===== config.mk =====
export PLATFORM = sky130hd
export DESIGN_NAME = dram_refresh
export DESIGN_NICKNAME = d
export VERILOG_FILES = /design/src/rtl/dram_pkg.sv /design/src/rtl/dram_ref_timer.sv /design/src/rtl/dram_refresh.sv
export SDC_FILE = /design/constraint.sdc
export NUM_CORES = 1
export LEC_CHECK = 0
export BUFFER_PORTS_ARGS = -buffer_cell sky130_fd_sc_hd__buf_2
export CORE_MARGIN = 2
export CORE_UTILIZATION = 40
export DETAILED_ROUTE_END_ITERATION = 10
export PLACE_DENSITY = 0.64
export SLEW_MARGIN = 25
export SYNTH_ARGS = -nofsm -noshare
export SYNTH_HDL_FRONTEND = slang
export SYNTH_SLANG_ARGS = --single-unit

===== constraint.sdc =====
create_clock -name clk -period 4.95 [get_ports clk]
set_clock_uncertainty 0.05 [all_clocks]
set_input_delay 1.2375 -clock clk [delete_from_list [all_inputs] [get_ports clk]]
set_output_delay 1.2375 -clock clk [all_outputs]
set_load 0.01 [all_outputs]

===== src/rtl/dram_pkg.sv =====
// Shared DRAM controller definitions: refresh FSM encoding, default timing
// constants and the bank count used by the refresh engine, sm and the
// address mux.
package dram_pkg;

    localparam int NUM_BANKS = 4;
    localparam int TIMER_W   = 12;   // holds intervals up to 4095 cycles
    localparam int PEND_W    = 3;    // owed-refresh count up to 7

    // Default refresh timing for a 25 MHz bus clock.
    localparam int DEF_REFRESH_INTERVAL = 390;   // 15.6 us
    localparam int DEF_MAX_PENDING      = 4;
    localparam int DEF_T_CSR            = 1;
    localparam int DEF_T_RAS            = 3;
    localparam int DEF_T_RP             = 2;

    typedef enum logic [1:0] {
        IDLE = 2'd0,
        CSR  = 2'd1,
        RAS  = 2'd2,
        PRE  = 2'd3
    } refState_e;

    // Largest of three cycle counts; sizes the per-state phase counter.
    function automatic int maxOf3(input int a, input int b, input int c);
        int m;
        m = (a > b) ? a : b;
        return (m > c) ? m : c;
    endfunction

endpackage


===== src/rtl/dram_ref_timer.sv =====
// Interval down-counter with a one-cycle tick. Also intended for the
// power-on DRAM init delay, so it knows nothing about refresh itself.
module dram_ref_timer
    import dram_pkg::*;
#(
    parameter int INTERVAL = DEF_REFRESH_INTERVAL
) (
    input  logic clk,
    input  logic nRESET,
    input  logic en,
    output logic tick
);

    localparam logic [TIMER_W-1:0] RELOAD = TIMER_W'(INTERVAL - 1);

    logic [TIMER_W-1:0] count;

    // Tick lasts exactly the cycle in which the enabled count reads zero.
    assign tick = en && (count == '0);

    // Count down while enabled; park at the reload value when disabled.
    always_ff @(posedge clk or negedge nRESET) begin
        // NOTE: non-blocking assignments so every register samples pre-edge values.
        if (!nRESET) begin
            count <= RELOAD;
        end else if (!en || tick) begin
            count <= RELOAD;
        end else begin
            count <= count - TIMER_W'(1);
        end
    end

endmodule


===== src/rtl/dram_refresh.sv =====
// CAS-before-RAS refresh engine. Tracks owed refreshes, requests the bus
// from sm and, once granted, drives its own refresh strobes.
module dram_refresh
    import dram_pkg::*;
#(
    parameter int REFRESH_INTERVAL = DEF_REFRESH_INTERVAL,
    parameter int MAX_PENDING      = DEF_MAX_PENDING,
    parameter int T_CSR            = DEF_T_CSR,
    parameter int T_RAS            = DEF_T_RAS,
    parameter int T_RP             = DEF_T_RP
) (
    input  logic                 clk,
    input  logic                 nRESET,
    input  logic                 ref_en,
    input  logic                 ref_gnt,
    output logic                 ref_req,
    output logic                 ref_busy,
    output logic                 ref_done,
    output logic [NUM_BANKS-1:0] nRAS_ref,
    output logic                 nCAS_ref,
    output logic [PEND_W-1:0]    pending,
    output logic                 overflow
);

    localparam int CNT_MAX = maxOf3(T_CSR, T_RAS, T_RP);
    localparam int CNT_W   = (CNT_MAX > 1) ? $clog2(CNT_MAX) : 1;

    localparam logic [CNT_W-1:0]  CSR_LOAD = CNT_W'(T_CSR - 1);
    localparam logic [CNT_W-1:0]  RAS_LOAD = CNT_W'(T_RAS - 1);
    localparam logic [CNT_W-1:0]  RP_LOAD  = CNT_W'(T_RP - 1);
    localparam logic [PEND_W-1:0] PEND_MAX = PEND_W'(MAX_PENDING);

    refState_e        state;
    logic [CNT_W-1:0] phaseCnt;
    logic             tick;
    logic             grantOk;

    dram_ref_timer #(
        .INTERVAL (REFRESH_INTERVAL)
    ) refTimer (
        .clk    (clk),
        .nRESET (nRESET),
        .en     (ref_en),
        .tick   (tick)
    );

    // A grant only counts when idle with refresh owed; all others are ignored.
    assign grantOk = ref_gnt && (state == IDLE) && (pending != '0);

    // NOTE: request is decoded from registers only, so ref_gnt never loops back into it.
    assign ref_req = (state == IDLE) && (pending != '0);

    // Owed-refresh counter with saturation and a sticky overflow flag.
    always_ff @(posedge clk or negedge nRESET) begin
        if (!nRESET) begin
            pending  <= '0;
            overflow <= 1'b0;
        end else if (!ref_en) begin
            pending <= '0;
        end else if (tick && !grantOk) begin
            if (pending == PEND_MAX) begin
                overflow <= 1'b1;
            end else begin
                pending <= pending + PEND_W'(1);
            end
        end else if (grantOk && !tick) begin
            pending <= pending - PEND_W'(1);
        end
    end

    // Refresh sequencer: CSR -> RAS -> PRE, strobes and status registered.
    always_ff @(posedge clk or negedge nRESET) begin
        if (!nRESET) begin
            state    <= IDLE;
            phaseCnt <= '0;
            ref_busy <= 1'b0;
            ref_done <= 1'b0;
            nRAS_ref <= '1;
            nCAS_ref <= 1'b1;
        end else begin
            // NOTE: every state is handled and default recovers to IDLE, so no state can hang.
            case (state)
                IDLE: begin
                    if (grantOk) begin
                        state    <= CSR;
                        phaseCnt <= CSR_LOAD;
                        ref_busy <= 1'b1;
                        nCAS_ref <= 1'b0;
                    end
                end
                CSR: begin
                    if (phaseCnt == '0) begin
                        state    <= RAS;
                        phaseCnt <= RAS_LOAD;
                        nRAS_ref <= '0;
                    end else begin
                        phaseCnt <= phaseCnt - CNT_W'(1);
                    end
                end
                RAS: begin
                    if (phaseCnt == '0) begin
                        state    <= PRE;
                        phaseCnt <= RP_LOAD;
                        nRAS_ref <= '1;
                        nCAS_ref <= 1'b1;
                        ref_done <= (T_RP == 1);
                    end else begin
                        phaseCnt <= phaseCnt - CNT_W'(1);
                    end
                end
                PRE: begin
                    if (phaseCnt == '0) begin
                        state    <= IDLE;
                        ref_busy <= 1'b0;
                        ref_done <= 1'b0;
                    end else begin
                        phaseCnt <= phaseCnt - CNT_W'(1);
                        ref_done <= (phaseCnt == CNT_W'(1));
                    end
                end
                default: begin
                    state    <= IDLE;
                    ref_busy <= 1'b0;
                    ref_done <= 1'b0;
                    nRAS_ref <= '1;
                    nCAS_ref <= 1'b1;
                end
            endcase
        end
    end

endmodule


# Yosys cells after proc, flatten, opt, wreduce, memory -nomap -nowiden

Cells that the tools add are included.

Bits of input ports: 4
Word-level logic and storage cells: 77
Register bits after elaboration: 27

Reductions and logical operators: 26
Mux-type cells: 26
Equal/unequal tests: 12
Add/subtract/negate cells: 4

Operators with widths:

| kind                                                                 | number |
|---|---|
| 2-bit 2-to-1 mux                                                     | 8 |
| 2-bit case mux with 4 select lines                                   | 2 |
| 12-bit logical NOT                                                   | 1 |
| 12-bit 2-to-1 mux                                                    | 1 |
| 3-bit 2-to-1 mux                                                     | 4 |
| 3-bit AND reduction                                                  | 4 |
| 12-bit by 1-bit subtractor with 12-bit output, second input constant | 1 |
| 2-bit != test, second input constant                                 | 5 |
| 4-bit 2-to-1 mux                                                     | 2 |
| 4-bit case mux with 2 select lines                                   | 1 |
| 2-bit nonzero test                                                   | 4 |
| 1-bit logical AND                                                    | 6 |
| 1-bit case mux with 2 select lines                                   | 3 |
| 2-bit AND reduction                                                  | 3 |
| 1-bit 2-to-1 mux                                                     | 5 |
| 2-bit by 1-bit == test with 1-bit output, second input constant      | 2 |
| 2-bit == test, second input constant                                 | 2 |
| 2-bit logical NOT                                                    | 2 |
| 4-bit AND reduction                                                  | 1 |
| 3-bit by 1-bit adder with 3-bit output, second input constant        | 1 |
| 3-bit == test, second input constant                                 | 1 |
| 1-bit logical NOT                                                    | 3 |
| 3-bit by 1-bit != test with 1-bit output, second input constant      | 1 |
| 3-bit != test, second input constant                                 | 1 |
| 4 further kinds                                                      | 4 |

# Depth between registers and ports, before layout

Depth after elaboration: 7
Gate-level depth with buffers: 10
Mapped depth without buffers: 9

# Hierarchy

From an unflattened synthesis, not the netlist that was laid out.

Cell total of the unflattened synthesis: 153
Area, all modules: 1579.0 µm²

By module, submodules not included:

| module         | times used | cells each | area each (µm²) |
|---|---|---|---|
| dram_refresh   | 1          | 92         | 950.9 |
| dram_ref_timer | 1          | 61         | 628.1 |

# Worst setup path after synthesis

OpenSTA, ideal clock, no wires.

Kind: input -> register
Start: input ref_gnt
End: register pending[2]
Required time: 4.774 ns
Setup slack: 2.264 ns
Arrival: 2.510 ns
Stages: 6
Path buffers: 1
Setup time: 0.126 ns
Path through: and3_1 > clkbuf_1 > nor3_2 > fa_1 > and3_4 > o311a_1

Word-level cells in the longest chain between the ends: 6

Ends and longest elaborated chain:

| item                                                              | line               | text |
|---|---|---|
| start: declaration                                                | dram_refresh.sv:15 | `input logic ref_gnt,` |
| 1-bit logical AND * (2 in a row)                                  | dram_refresh.sv:48 | `assign grantOk = ref_gnt && (state == IDLE) && (pending != '0);` |
| 1-bit logical NOT                                                 | dram_refresh.sv:60 | `end else if (tick && !grantOk) begin` |
| 1-bit logical AND                                                 | dram_refresh.sv:60 |  |
| 3-bit != test (no line) (tied with other cells)                   | -                  |  |
| 2-bit AND reduction (no line) or 3-bit 2-to-1 mux (tied branches) | -                  |  |
| end signal: assignment                                            | dram_refresh.sv:64 | `pending <= pending + PEND_W'(1);` |
| end signal: assignment                                            | dram_refresh.sv:67 | `pending <= pending - PEND_W'(1);` |
| end: declaration                                                  | dram_refresh.sv:21 | `output logic [PEND_W-1:0] pending,` |

Every way passes the cells marked *; elsewhere a longest branch is shown, timed or not.
A chain may end at the register's enable or synchronous reset.

# Final worst setup path

Start: register pending[1]
End: output ref_req

Word-level cells in the longest chain between the ends: 2

Ends and longest elaborated chain:

| item               | line               | text |
|---|---|---|
| 3-bit nonzero test | dram_refresh.sv:51 | `assign ref_req = (state == IDLE) && (pending != '0);` |
| 1-bit logical AND  | dram_refresh.sv:51 |  |
| end: declaration   | dram_refresh.sv:16 | `output logic ref_req,` |

No other way between the ends.

==> results.toml <==
[synth]
syn-mean-instance-area_um2 = 9.66
yosys_warnings = 0
synth_cells = 143
synth_seq_cells = 24
ys_types = 37
netlist_area_um2 = 1380
syn_nets = 159
seq_area_frac_synth_pct = 44.0

[cells_and_area]
drive_gt1_share_pct = 21.0
finalNetCount = 174
syn_to_final_growth_pct = 11.1
stdcell_area_um2 = 1540
diodes = 0
final_cell_mix = "nor2_1 (21), dfrtp_1 (18), nand2_1 (17)"
fin_util_pct = 46.0
final_common_cell = "nor2_1"
num-fill-cells = 343

[critical_path]
cp.arrival_ns = 1.48
critical_path_required_ns = 3.66
endpoint_kind = "output port"
cp_max_fo = 6
crit_path_start = "pending[1]$_DFFE_PN0P_"
reg2reg_from = "refTimer.count[9]$_DFF_PN0_"
start_kind = "flip-flop"
critical_path_class = "reg2out"

[power]
intPower_mw = 0.432
ir_drop_mv = 0.204
leakage_nw = 0.740
p_switching_mw = 0.232
pwr_density_cell_nw_per_um2 = 432
p_clk_share_pct = 21.3
power_mw = 0.664
p_comb_share_pct = 38.6
swShare_pct = 35.0
p_seq_share_pct = 40.1

[clock_tree]
htree_levels = 1
hold_buffers = 0
cts_setup_buffers = 0
cts_resized = 0
cts.clk_slew.worst_paths_ns = 0.14
numCtsBuffers = 3
clock_latency_ns = 0.32
cts_tree = "built"
cts.sinks = 24
cts_root_buffer = "clkbuf_4"
clockBufferDepth = 2

[timing]
fin_crit_sh_pct = 56.0
hold-worst-slack_ns = 0.432
worst_pin_slew_ns = 0.529
maxSlewViolCount = 0
slew_headroom_pct = 64.7
setup_viol = 0
fmaxAchievable_mhz = 361
finalHoldViolCount = 0
period_minus_slack_ns = 2.77
fin_tns_setup_ns = 0
grt_setup_unrepaired = "no"

[global_route]
overflow = 0
grt_max_degree = 25
grt_pass1_wl_mm = 4.50
track_usage_pct = 14.2
grt_pass1_vias = 1051
antenna_found_initial = 0

[worst_hold_path]
hp-class = "reg2reg"
hp-start = "refTimer.count[0]$_DFF_PN1_"

[drt]
num_vias = 1035
viasPerCell = 5.10
postRouteAntennaNets = 0
drt_iter0_drc = 86
wl_per_cell_um = 12.1
drc = 0
drt-pass1-iter-count = 4
wl_mm = 2.45

[floorplanning]
die_area_um2 = 3940
start_util_pct = 41.4
ios = 16
core-area_um2 = 3340
die_w_um = 62.8
rows = 21
die_h_um = 62.8

[job]
maxCapViolations = 0

[outcome]
outcome = "completed"

[placed_design]
dp_hpwl_mm = 1.88
numPortBuffers = 15
gp_congestion = 0.758
postPlaceCellArea_um2 = 1480
==> final timing paths <==
path	end	slack, ns	depth (start not counted)
max in group asynchronous	refTimer.count[2]$_DFF_PN1_	3.65	1
setup reg to reg	pending[1]$_DFFE_PN0P_	2.42	6
setup / recovery	ref_req	2.18	3
min in group asynchronous	overflow$_DFFE_PN0P_	0.82	1
hold reg to reg	refTimer.count[0]$_DFF_PN1_	0.43	1
hold / removal	refTimer.count[0]$_DFF_PN1_	0.43	1
==> synth_stat cells (all sizes together) <==
| library cell | number | area share (%) |
|---|---|---|
| o31ai | 2 | 1.1 |
| xnor2 | 5 | 3.2 |
| buf | 4 | 2.0 |
| and2 | 3 | 1.5 |
| a21o | 1 | 0.54 |
| nand3 | 2 | 0.72 |
| nor4 | 3 | 2.4 |
| a21oi | 9 | 3.3 |
| or3 | 1 | 0.45 |
| o21ai | 5 | 1.8 |
| nor2 | 21 | 5.7 |
| clkbuf | 1 | 0.27 |
| nand2 | 17 | 4.6 |
| o211a | 1 | 0.72 |
| a22oi | 1 | 0.54 |
| fa | 1 | 1.4 |
| inv | 9 | 2.4 |
| ha | 11 | 10 |
| o311a | 1 | 0.72 |
| or4 | 1 | 0.54 |
| dfstp | 6 | 11 |
| nor2b | 1 | 0.45 |
| nand4bb | 1 | 0.82 |
| dfrtp | 18 | 33 |
| a31o | 1 | 0.63 |
| nor3 | 6 | 2.5 |
| mux2 | 3 | 2.4 |
| a32o | 2 | 1.4 |
| xor2 | 3 | 1.9 |
| nand2b | 1 | 0.45 |
| and3 | 2 | 1.3 |
==> power groups by stage <==
| stage | clock, mW | combinational [mW] | sequential [mW] |
|---|---|---|---|
| global route | 0.159 | 0.293 | 0.272 |
| global placement | 0 | 0.249 | 0.267 |
| finish | 0.142 | 0.256 | 0.266 |
| detailed placement | 0 | 0.258 | 0.271 |
| CTS | 0.148 | 0.259 | 0.267 |
| floorplan | 0 | 0.205 | 0.271 |
==> layer usage <==
layer / global-route usage (%) / vias to the layer above / part of all wire (%)
met2: 25.5 / 21 / 51
met1: 16.1 / 502 / 44
met4: 5.28 / 0 / 1.2
li1: - / 508 / -
met3: 3.78 / 4 / 3.7
met5: 0 / - / 0
==> stage by stage <==
step	std cells	setup WS [ns]
after floorplan	143	2.26
after global placement	199	2.20
after detailed placement	199	2.09
after CTS	203	2.16
after global routing	203	2.08
final	203	2.18
==> registers in the layout, summed over array words and instances (netlist names) <==
signal,cells
nCAS_ref,1
nRAS_ref,1
ref_done,1
refTimer.count,12
overflow,1
pending,3
ref_busy,1
state,2
phaseCnt,2
==> logic make-up after synthesis <==
family,after synthesis,share of synthesized area (%)
multiplexers,3,2.45
buffers and inverters,14,4.71
flip-flops,24,44.0
XOR/XNOR,8,5.07
AO/OA/AOI/OAI,23,10.8
AND/OR/NAND/NOR,59,21.6
adder cells (fa/ha/maj),12,11.4
==> critical path, stage by stage, from the launching register on <==
cell     delay (ns)
dfrtp_1        0.46
or3_1          0.41
and2_1         0.16
buf_2          0.13
==> area by class of cell <==
| type | count | area (um^2) | share of cell area, % |
|---|---|---|---|
| clock inverter | 1 | 30.0 | 1.96 |
| inverter | 9 | 33.8 | 2.20 |
| multi-input combinational | 105 | 708 | 46.1 |
| clock buffer | 3 | 22.5 | 1.47 |
| timing repair buffer | 15 | 75.1 | 4.89 |
| tap | 46 | 57.6 | 3.75 |
| sequential | 24 | 608 | 39.6 |
(Power assumes the default switching activity.)
